$ cat config.mk
export PLATFORM = sky130hd
export DESIGN_NAME = prod_accum_flat
export DESIGN_NICKNAME = d
export VERILOG_FILES = /design/src/rtl/prod_accum_pkg.sv /design/src/rtl/prod_accum_if.sv /design/src/rtl/prod_accum_add.sv /design/src/rtl/prod_accum.sv /design/src/flat_wrapper.sv
export SDC_FILE = /design/constraint.sdc
export NUM_CORES = 1
export LEC_CHECK = 0
export ABC_CLOCK_PERIOD_IN_PS = 4000
export CORE_AREA = 2 2 49 51
export CTS_CLUSTER_DIAMETER = 80
export CTS_CLUSTER_SIZE = 14
export DETAILED_ROUTE_END_ITERATION = 12
export DIE_AREA = 0 0 51 53
export DONT_BUFFER_PORTS = 1
export GPL_ROUTABILITY_DRIVEN = 0
export GPL_TIMING_DRIVEN = 0
export PLACE_DENSITY = 0.9
export SYNTH_ARGS = -nofsm -noshare
export SYNTH_HDL_FRONTEND = slang
export SYNTH_HIERARCHICAL = 1
export SYNTH_SLANG_ARGS = --single-unit
$ cat constraint.sdc
create_clock -name clk -period 4 [get_ports clk]
set_input_delay 0.8 -clock clk [delete_from_list [all_inputs] [get_ports clk]]
set_output_delay 0.8 -clock clk [all_outputs]
set_load 0.005 [all_outputs]
$ cat src/rtl/prod_accum_pkg.sv
// prod_accum_pkg
// Shared definitions for the product accumulator: FSM state type, the
// product width delivered by the upstream 4x4 multiplier, and a helper
// for sizing the term counter.
package prod_accum_pkg;

    localparam int PROD_W = 8;

    typedef enum logic {
        ACCUM = 1'b0,
        HOLD  = 1'b1
    } state_t;

    // Counter must be able to hold the value TERMS itself.
    function automatic int cnt_width(input int terms);
        return $clog2(terms + 1);
    endfunction

endpackage

$ cat src/rtl/prod_accum_if.sv
// prod_accum_if
// Bundles the product input stream and the result output stream.
//   in_valid/in_ready/prod_in      : product stream into the accumulator
//   out_valid/out_ready            : result handshake
//   acc_out (ACC_W), out_ovf       : result payload
// slave  : accumulator side
// master : producer/consumer side (testbench or surrounding logic)
interface prod_accum_if #(
    parameter int ACC_W = 16
);
    import prod_accum_pkg::*;

    logic              in_valid;
    logic              in_ready;
    logic [PROD_W-1:0] prod_in;
    logic              out_valid;
    logic              out_ready;
    logic [ACC_W-1:0]  acc_out;
    logic              out_ovf;

    modport master (
        output in_valid, prod_in, out_ready,
        input  in_ready, out_valid, acc_out, out_ovf
    );

    modport slave (
        input  in_valid, prod_in, out_ready,
        output in_ready, out_valid, acc_out, out_ovf
    );

endinterface

$ cat src/rtl/prod_accum_add.sv
// prod_accum_add
// Combinational ACC_W-bit accumulate step: sum = acc + prod with carry-out.
//   acc   in  ACC_W   current accumulator value
//   prod  in  PROD_W  unsigned product
//   sum   out ACC_W   next accumulator value
//   carry out 1       carry out of the ACC_W-bit addition
// Build option PROD_ACCUM_SAT_EN: when defined, sum clamps to all-ones on
// carry instead of wrapping.
module prod_accum_add
    import prod_accum_pkg::*;
#(
    parameter int ACC_W = 16
) (
    input  logic [ACC_W-1:0]  acc,
    input  logic [PROD_W-1:0] prod,
    output logic [ACC_W-1:0]  sum,
    output logic              carry
);

    logic [ACC_W:0] full;

    always_comb begin
        full  = {1'b0, acc} + {{(ACC_W + 1 - PROD_W){1'b0}}, prod};
        carry = full[ACC_W];
`ifdef PROD_ACCUM_SAT_EN
        // Once clamped, acc is all-ones and any nonzero product carries
        // again, so the value stays pinned at the maximum.
        sum   = carry ? {ACC_W{1'b1}} : full[ACC_W-1:0];
`else
        sum   = full[ACC_W-1:0];
`endif
    end

endmodule

$ cat src/rtl/prod_accum.sv
// prod_accum
// Sums exactly TERMS unsigned 8-bit products from a valid/ready stream and
// presents the total on a valid/ready result handshake.
//   clk   in  1   rising-edge clock
//   rst   in  1   synchronous active-high reset
//   bus   slave modport of prod_accum_if (product in, result out)
// Parameters: TERMS (2..256) products per result, ACC_W (>=8) result width.
// Build option PROD_ACCUM_SAT_EN selects saturating instead of wrapping sums.
//
// state | meaning
// ACCUM | taking products, in_ready=1, out_valid=0
// HOLD  | result complete and frozen, in_ready=0, out_valid=1
module prod_accum
    import prod_accum_pkg::*;
#(
    parameter int TERMS = 8,
    parameter int ACC_W = 16
) (
    input  logic         clk,
    input  logic         rst,
    prod_accum_if.slave  bus
);

    localparam int              CNT_W     = cnt_width(TERMS);
    localparam logic [CNT_W-1:0] CNT_LAST = CNT_W'(TERMS - 1);

    state_t           state;
    state_t           state_nxt;
    logic [ACC_W-1:0] acc;
    logic [ACC_W-1:0] sum;
    logic             carry;
    logic [CNT_W-1:0] cnt;
    logic             ovf;
    logic             accept;
    logic             xfer;

    prod_accum_add #(.ACC_W(ACC_W)) u_add (
        .acc   (acc),
        .prod  (bus.prod_in),
        .sum   (sum),
        .carry (carry)
    );

    always_comb begin
        accept    = bus.in_valid  && (state == ACCUM);
        xfer      = bus.out_ready && (state == HOLD);
        state_nxt = state;
        case (state)
            ACCUM: if (accept && (cnt == CNT_LAST)) state_nxt = HOLD;
            HOLD:  if (xfer) state_nxt = ACCUM;
            default: state_nxt = ACCUM;
        endcase
    end

    always_ff @(posedge clk) begin
        if (rst) begin
            state <= ACCUM;
            acc   <= '0;
            cnt   <= '0;
            ovf   <= 1'b0;
        end else begin
            state <= state_nxt;
            if (xfer) begin
                acc <= '0;
                cnt <= '0;
                ovf <= 1'b0;
            end else if (accept) begin
                acc <= sum;
                cnt <= cnt + CNT_W'(1);
                ovf <= ovf | carry;
            end
        end
    end

    assign bus.in_ready  = (state == ACCUM);
    assign bus.out_valid = (state == HOLD);
    assign bus.acc_out   = acc;
    assign bus.out_ovf   = ovf;

endmodule

$ cat src/flat_wrapper.sv
// flat-port wrapper written by rule: the top's interface ports become plain ports
module prod_accum_flat import prod_accum_pkg::*;
#(
    parameter int TERMS = 8,
    parameter int ACC_W = 16
)
  (clk, rst, bus_in_valid, bus_prod_in, bus_out_ready, bus_in_ready, bus_out_valid, bus_acc_out, bus_out_ovf);
  prod_accum_if #(.ACC_W(ACC_W)) bus_i ();
  input  logic clk;
  input  logic rst;
  input wire logic [$bits(bus_i.in_valid)-1:0] bus_in_valid;
  input wire logic [$bits(bus_i.prod_in)-1:0] bus_prod_in;
  input wire logic [$bits(bus_i.out_ready)-1:0] bus_out_ready;
  output wire logic [$bits(bus_i.in_ready)-1:0] bus_in_ready;
  output wire logic [$bits(bus_i.out_valid)-1:0] bus_out_valid;
  output wire logic [$bits(bus_i.acc_out)-1:0] bus_acc_out;
  output wire logic [$bits(bus_i.out_ovf)-1:0] bus_out_ovf;
  assign bus_i.in_valid = bus_in_valid;
  assign bus_i.prod_in = bus_prod_in;
  assign bus_i.out_ready = bus_out_ready;
  assign bus_in_ready = bus_i.in_ready;
  assign bus_out_valid = bus_i.out_valid;
  assign bus_acc_out = bus_i.acc_out;
  assign bus_out_ovf = bus_i.out_ovf;
  prod_accum #(.TERMS(TERMS), .ACC_W(ACC_W)) u_core (.clk(clk), .rst(rst), .bus(bus_i));
endmodule
==> impl_results.md, run 1 <==
* Status: finished, final reports clean
* Worst skew pair latency at 0.32 ns
* Total GRT Usage at 26.2%
* Fillers at 170
* Startpoint types: input pin
* Die footprint at 2700 um2
* WL per Instance at 15.3 um
* Top cell type's share of synthesized area at 31.1%
* FFs w/ async S/R, synth at 0%
* Fin crit share at 60.1%
* Io pins at 31
* Pwr/cell area at 337 nW/um2
* CTS Buf Count at 3
* Gr ovfl total at 0
* Dpl ws at 1.31 ns
* CTS tree: built
* Drt drc at 0
* H-tree depth at 1
* Setup violations, final at 0
* Max IR drop VDD at 0.288 mV
* Setup TNS at 0 ns
* Syn Area/Cell at 7.79 um2
* Final WS setup at 1.59 ns
* Clock Tree Buf Depth at 2
* Fin. Hold Viols at 0
* Post-Syn Nets at 204
* Pleak at 0.569 nW
* Drt pass-1 iters at 5
* Initial antenna violation count at 0
* Post CTS Setup Buffer Count at 0
* Core ar. at 2150 um2
* CTS Root Cell: clkbuf_4
* Nature of the critical path endpoint: flop
* Ys flop type: dfxtp_1
* Top cells by area, synth: dfxtp_1 (31%), nand2_1 (10%), ha_1 (7.9%)
* Max_slew headroom at 66.5%
* Routed WL at 3.28 mm
* Ant diodes at 0
* Worst Max-Slew Pin Slew at 0.502 ns
* Post-synth EDFFs at 0
* Port Buffers at 0
* Vias per inst at 6.37
* RSZ-0062 raised after global routing: false
* Peak Freq at 416 MHz
* Final HPWL DP at 2.37 mm
* Critical path class: in2reg
* Sink Count at 22
* DR vias at 1,364
* Die W at 51 um
* Final Non-Filler Cells at 214
* Mapped Cells at 182
* Synth cell types at 42
* Yosys Warn Count at 6
* Largest net degree at the start of global routing at 13
* Yosys top cell by area: dfxtp_1
* Starting Density at 66.0%
* Nets@finish at 209
* Post-cts resize count at 0
* Row count at 17
* Clock transition at the registers of the reported paths at 0.12 ns
* Die height at 53 um
* Area after detailed placement at 1450 um2
* Yosys reg bits at 22
* Antenna Violating Nets Remaining at 0
* Vias in the first global route at 1,257
* Arrival time worst endpoint at 2.61 ns
* Seq/Total Area, Yosys at 31.1%
* Mapped Area at 1420 um2
* Initial DRC Count at 52
* First-pass GRT wire length at 5.20 mm
* Fin crit period at 2.41 ns
* Final Max Slew Viols at 0
* Cells after DPL at 210
* Share of cells above drive strength 1 at 8.06%
* CP max FO at 3
* Worst EP required at 4.21 ns
* Clock skew at 0.00479 ns
* Finished Cell Area at 1490 um2
* P&R area growth vs syn at 5.03%
* Max Cap Viol at 0
* CTS Hold Bufs at 0
* Hold crit path type: reg2reg
-- layout by cell type (no fill, tap or decap), types with 2 or more instances in the layout --
cell and count:
nand2_1 39, a21oi_1 22, dfxtp_1 22, nor2_1 13, ha_1 9, xnor2_1 8
nand3_1 6, xor2_1 5, nor3_1 5, o21ai_0 4, and3_1 4, clkbuf_4 3
inv_1 3, nand4_1 3, buf_4 2, buf_2 2, a21o_1 2, clkbuf_1 2
and3_2 2, a221oi_1 2, a211oi_1 2, o211ai_1 2, or4_1 2, nor4_1 2
-- cell usage after synthesis (3+ instances only) --
| cell | n |
|---|---|
| a21oi_1 | 22 |
| nand3_1 | 6 |
| xor2_1 | 5 |
| nand4_1 | 3 |
| o21ai_0 | 4 |
| nor2_1 | 13 |
| nand2_1 | 39 |
| nor3_1 | 5 |
| ha_1 | 9 |
| and3_1 | 4 |
| xnor2_1 | 8 |
| inv_1 | 3 |
| dfxtp_1 | 22 |
-- final timing paths --
| path | cells after the start | startpoint | slack (ns) | to |
|---|---|---|---|---|
| max | 8 | bus_prod_in[0] | 1.59 | u_core/bus.out_ovf |
| min | 2 | u_core/cnt[1] | 0.50 | u_core/cnt[1] |
| max reg2reg | 8 | u_core/bus.acc_out[0] | 1.67 | u_core/bus.out_ovf |
| min reg2reg | 2 | u_core/cnt[1] | 0.50 | u_core/cnt[1] |
-- through the flow --
step                total power, mW  util [%]  hold WS, ns
floorplan                     0.348         -        0.453
global placement              0.366      67.6        0.468
detailed placement            0.373      67.6        0.479
CTS                           0.502      69.3        0.497
global route                  0.527      69.3        0.525
finish                        0.502      69.3        0.498
-- logic make-up after synthesis --
family / share of synthesized area (%)
flops: 31.1
compound gates: 18.2
mux: 0.706
xor+xnor: 8.03
buf+inv: 4.15
simple gates: 28.5
fa+ha+maj: 9.36
-- where the power goes --
part / total (mW) / switching [mW] / leakage [nW] / internal (mW)
Clock: 0.128 / 0.0722 / 0.0210 / 0.0557
Combinational: 0.128 / 0.0777 / 0.369 / 0.0501
Sequential: 0.246 / 0.0143 / 0.179 / 0.232
Total: 0.502 / 0.164 / 0.569 / 0.338
-- routing by layer --
layer	vias to the layer above	GRT usage, %	wire length [um]
met5	-	0	0
met3	10	6.21	299
met1	619	27.2	1260
met4	0	14.4	81
met2	75	48.5	1640
li1	660	-	-
-- sequential cells by signal, summed over array words and instances, names as in the netlist --
signal,flops
u_core/bus.out_ovf,1
u_core/bus.acc_out,16
u_core/bus.out_valid,1
u_core/cnt,4
-- critical path: stages --
cell,delay (ns)
ha_1,0.20
fa_1,0.41
a21o_1,0.24
a221oi_1,0.38
o21ai_1,0.17
and3_2,0.23
a21oi_1,0.12
nor2_1,0.05
-- cell type report --
type                    count  area (um2)  share of cell area, %
multi-input cells         149         918                   61.7
flip-flops and latches     22         440                   29.6
plain buffers               8        47.5                   3.19
clock buffers               4        36.3                   2.44
well taps                  28        35.0                   2.35
inverters                   3        11.3                  0.756
(Power assumes the default switching activity.)
==> inputs of run 2 (changes only) <==
Settings changed: ABC_CLOCK_PERIOD_IN_PS 4000 to 2100, CORE_AREA 2 2 49 51 to 2 2 54 56, DIE_AREA 0 0 51 53 to 0 0 56 58, PLACE_DENSITY 0.9 to 0.79.
Clock period 4 ns to 2.1 ns, I/O delays scaled along.
==> run 2 against run 1 <==
- the flow now finishes with violations (negative setup slack)
- clock power up 50%
- count of clock-buffer cells in the layout down 1
- sequential share of layout area down 0.48 points
- sequential power up 91%
- combinational power up 100%
- core utilization down 12 points
- flip-flop and latch count unchanged
- largest power group unchanged
- highest routed layer unchanged
==> impl_results.md, run 2 (synthesis results as in run 1) <==
* Die footprint at 3250 um2 (+20%)
* Failing checks: negative setup slack
* Gr ovfl total at 0 (unchanged)
* Row count at 19 (+2)
* Max_slew headroom at 68.0% (+1.5 points)
* Sw frac at 32.9% (+0.18 points)
* Drt pass-1 iters at 4 (-1)
* Reg-to-reg slack, setup at -0.02 ns (-1.69 ns)
* Pleak at 0.572 nW (+0.54%)
* Status: complete, but fails checks
* Worst R2R Path Depth at 8 (unchanged)
* Worst Max-Slew Pin Slew at 0.477 ns (-0.0252 ns)
* Comb pwr share at 28.0% (+2.5 points)
* Arrival time worst endpoint at 2.30 ns (-0.31 ns)
* Internal at 0.616 mW (+83%)
* Switching power of the nets at 0.302 mW (+84%)
* Ant diodes at 0 (unchanged)
* Seq pwr share at 51.0% (+2.0 points)
* DR vias at 1,283 (-5.9%)
* Clock transition at the registers of the reported paths at 0.12 ns (about the same)
* Area taken by flip-flops and latches at 442 um2 (+0.28%)
* Hold Startpoint: rst
* Starting Density at 53.2% (-13 points)
* Antenna Violating Nets Remaining at 0 (unchanged)
* Core ar. at 2660 um2 (+24%)
* CTS Root Cell: clkbuf_4
* Worst EP required at 2.28 ns (-1.93 ns)
* Reg2reg end: u_core/bus.out_ovf
* Most frequent cells in the layout: nand2_1 (38), a21oi_1 (22), dfxtp_1 (21), nor2_1 (13)
* Routed WL at 3.12 mm (-5.0%)
* Cells after DPL at 213 (+1.4%)
* Clock skew at 0.0113 ns (+0.00647 ns)
* Final HPWL DP at 2.35 mm (-0.68%)
* Most common cell after layout, fill and taps aside: nand2_1
* Final Non-Filler Cells at 218 (+1.9%)
* Port Buffers at 0 (unchanged)
* Clock Tree Buf Depth at 2 (unchanged)
* Fillers at 244 (+44%)
* Fin crit share at 101%
* Largest net degree at the start of global routing at 12 (-1)
* Initial antenna violation count at 0 (unchanged)
* Total GRT Usage at 19.8% (-6.5 points)
* Pwr/cell area at 605 nW/um2 (+80%)
* Initial DRC Count at 32 (-38%)
* Total power at 0.918 mW (+83%)
* Sink Count at 22 (unchanged)
* Vias per inst at 5.89 (-7.7%)
* Clock power frac at 20.9% (-4.6 points)
* Fin. Hold Viols at 0 (unchanged)
* Number of flip-flops in the largest register at 16 (unchanged)
* Worst skew pair latency at 0.31 ns (about the same)
* Die height at 58 um (+9.4%)
* Nets@finish at 211 (+0.96%)
* WL per Instance at 14.3 um (-6.7%)
* CTS Buf Count at 3 (unchanged)
* H-tree depth at 1 (unchanged)
* Max Cap Viol at 0 (unchanged)
* Area of the multi-input gates at 938 um2 (+2.2%)
* Finished Cell Area at 1520 um2 (+1.9%)
* Startpoint types: flop
* RSZ-0062 raised after global routing: true
* Hold path cells at 1 (-1)
* Io pins at 31 (unchanged)
* Final Max Slew Viols at 0 (unchanged)
* Peak Freq at 472 MHz
* Worst reg2reg path startpoint: u_core/bus.acc_out[0]
* Hold crit path type: in2reg
* Critical path class: reg2reg
* Area after detailed placement at 1460 um2 (+0.69%)
* Vias in the first global route at 1,258 (+0.080%)
* Drt drc at 0 (unchanged)
* Max IR drop VDD at 0.536 mV (+86%)
* Setup violations, final at 1 (+1)
* Hold EP: u_core/bus.out_valid
* Finished Core Util at 57.0% (-12 points)
* CTS tree: built
* First-pass GRT wire length at 5.24 mm (+0.94%)
* CP max FO at 3 (unchanged)
* Die W at 56 um (+9.8%)
* CTS Hold Bufs at 0 (unchanged)
* Nature of the critical path endpoint: flop
* Final WS setup at -0.0186 ns (-1.61 ns)
* P&R area growth vs syn at 7.06%
* Share of cells above drive strength 1 at 11.8% (+3.7 points)
* Fin crit period at 2.12 ns
run 2: changes by cell type in the layout (fill, tap and decap cells not counted), sizes merged:
| cell | change |
|---|---|
| buf | +1 |
run 2: through the flow:
stage          setup WS [ns]  setup TNS, ns  hold slack [ns]
2_1_floorplan         0.0174              0            0.453
3_5_place_dp          -0.140         -0.426            0.478
5_1_grt               -0.158         -0.341            0.146
6_report             -0.0186        -0.0186            0.160
3_3_place_gp          -0.121         -0.203            0.469
4_1_cts             -0.00676       -0.00676            0.155
run 2: repair_timing:
action	in CTS	in global routing
pin swaps	3	2
setup buffers	1	1
resized for setup	2	5
setup endpoints to repair	5	10
run 2: metal layers:
metal  wire length, um  vias up  track usage (%)
met5                 0        -                0
met4                40        0             6.46
met3               159        6             3.35
met2              1570       26             36.1
met1              1350      591             23.7
li1                  -      660                -
run 2: power groups by stage:
stage / Clock (mW) / Combinational [mW] / Sequential [mW]
floorplan: 0 / 0.194 / 0.472
global placement: 0 / 0.226 / 0.477
detailed placement: 0 / 0.236 / 0.478
CTS: 0.199 / 0.243 / 0.469
global route: 0.209 / 0.284 / 0.472
finish: 0.192 / 0.258 / 0.469
run 2: worst max path at each step:
stage	from	endpoint	slack [ns]	depth (start not counted)
floorplan	bus_prod_in[0]	u_core/bus.out_ovf	0.02	8
detailed placement	bus_prod_in[0]	u_core/bus.out_ovf	-0.14	8
finish	u_core/bus.acc_out[0]	u_core/bus.out_ovf	-0.02	8
global route	u_core/bus.acc_out[0]	u_core/bus.out_ovf	-0.16	8
global placement	bus_prod_in[0]	u_core/bus.out_ovf	-0.12	8
CTS	u_core/bus.acc_out[0]	u_core/bus.acc_out[14]	-0.007	8
run 2: area by class of cell:
cell class              instances  area share, %
multi-input cells             149           61.8
flip-flops and latches         22           29.1
plain buffers                   8           3.30
well taps                      31           2.56
clock buffers                   3           1.48
repair buffers                  2          0.989
inverters                       3          0.742
run 2: worst max-delay path, cell delays in order, from the launching register on:
cell and delay [ns]:
dfxtp_2 0.36, ha_1 0.23, fa_2 0.36, a21o_1 0.22, a221oi_2 0.28, o21ai_1 0.13, and3_2 0.23, a21oi_1 0.12
nor2_1 0.05
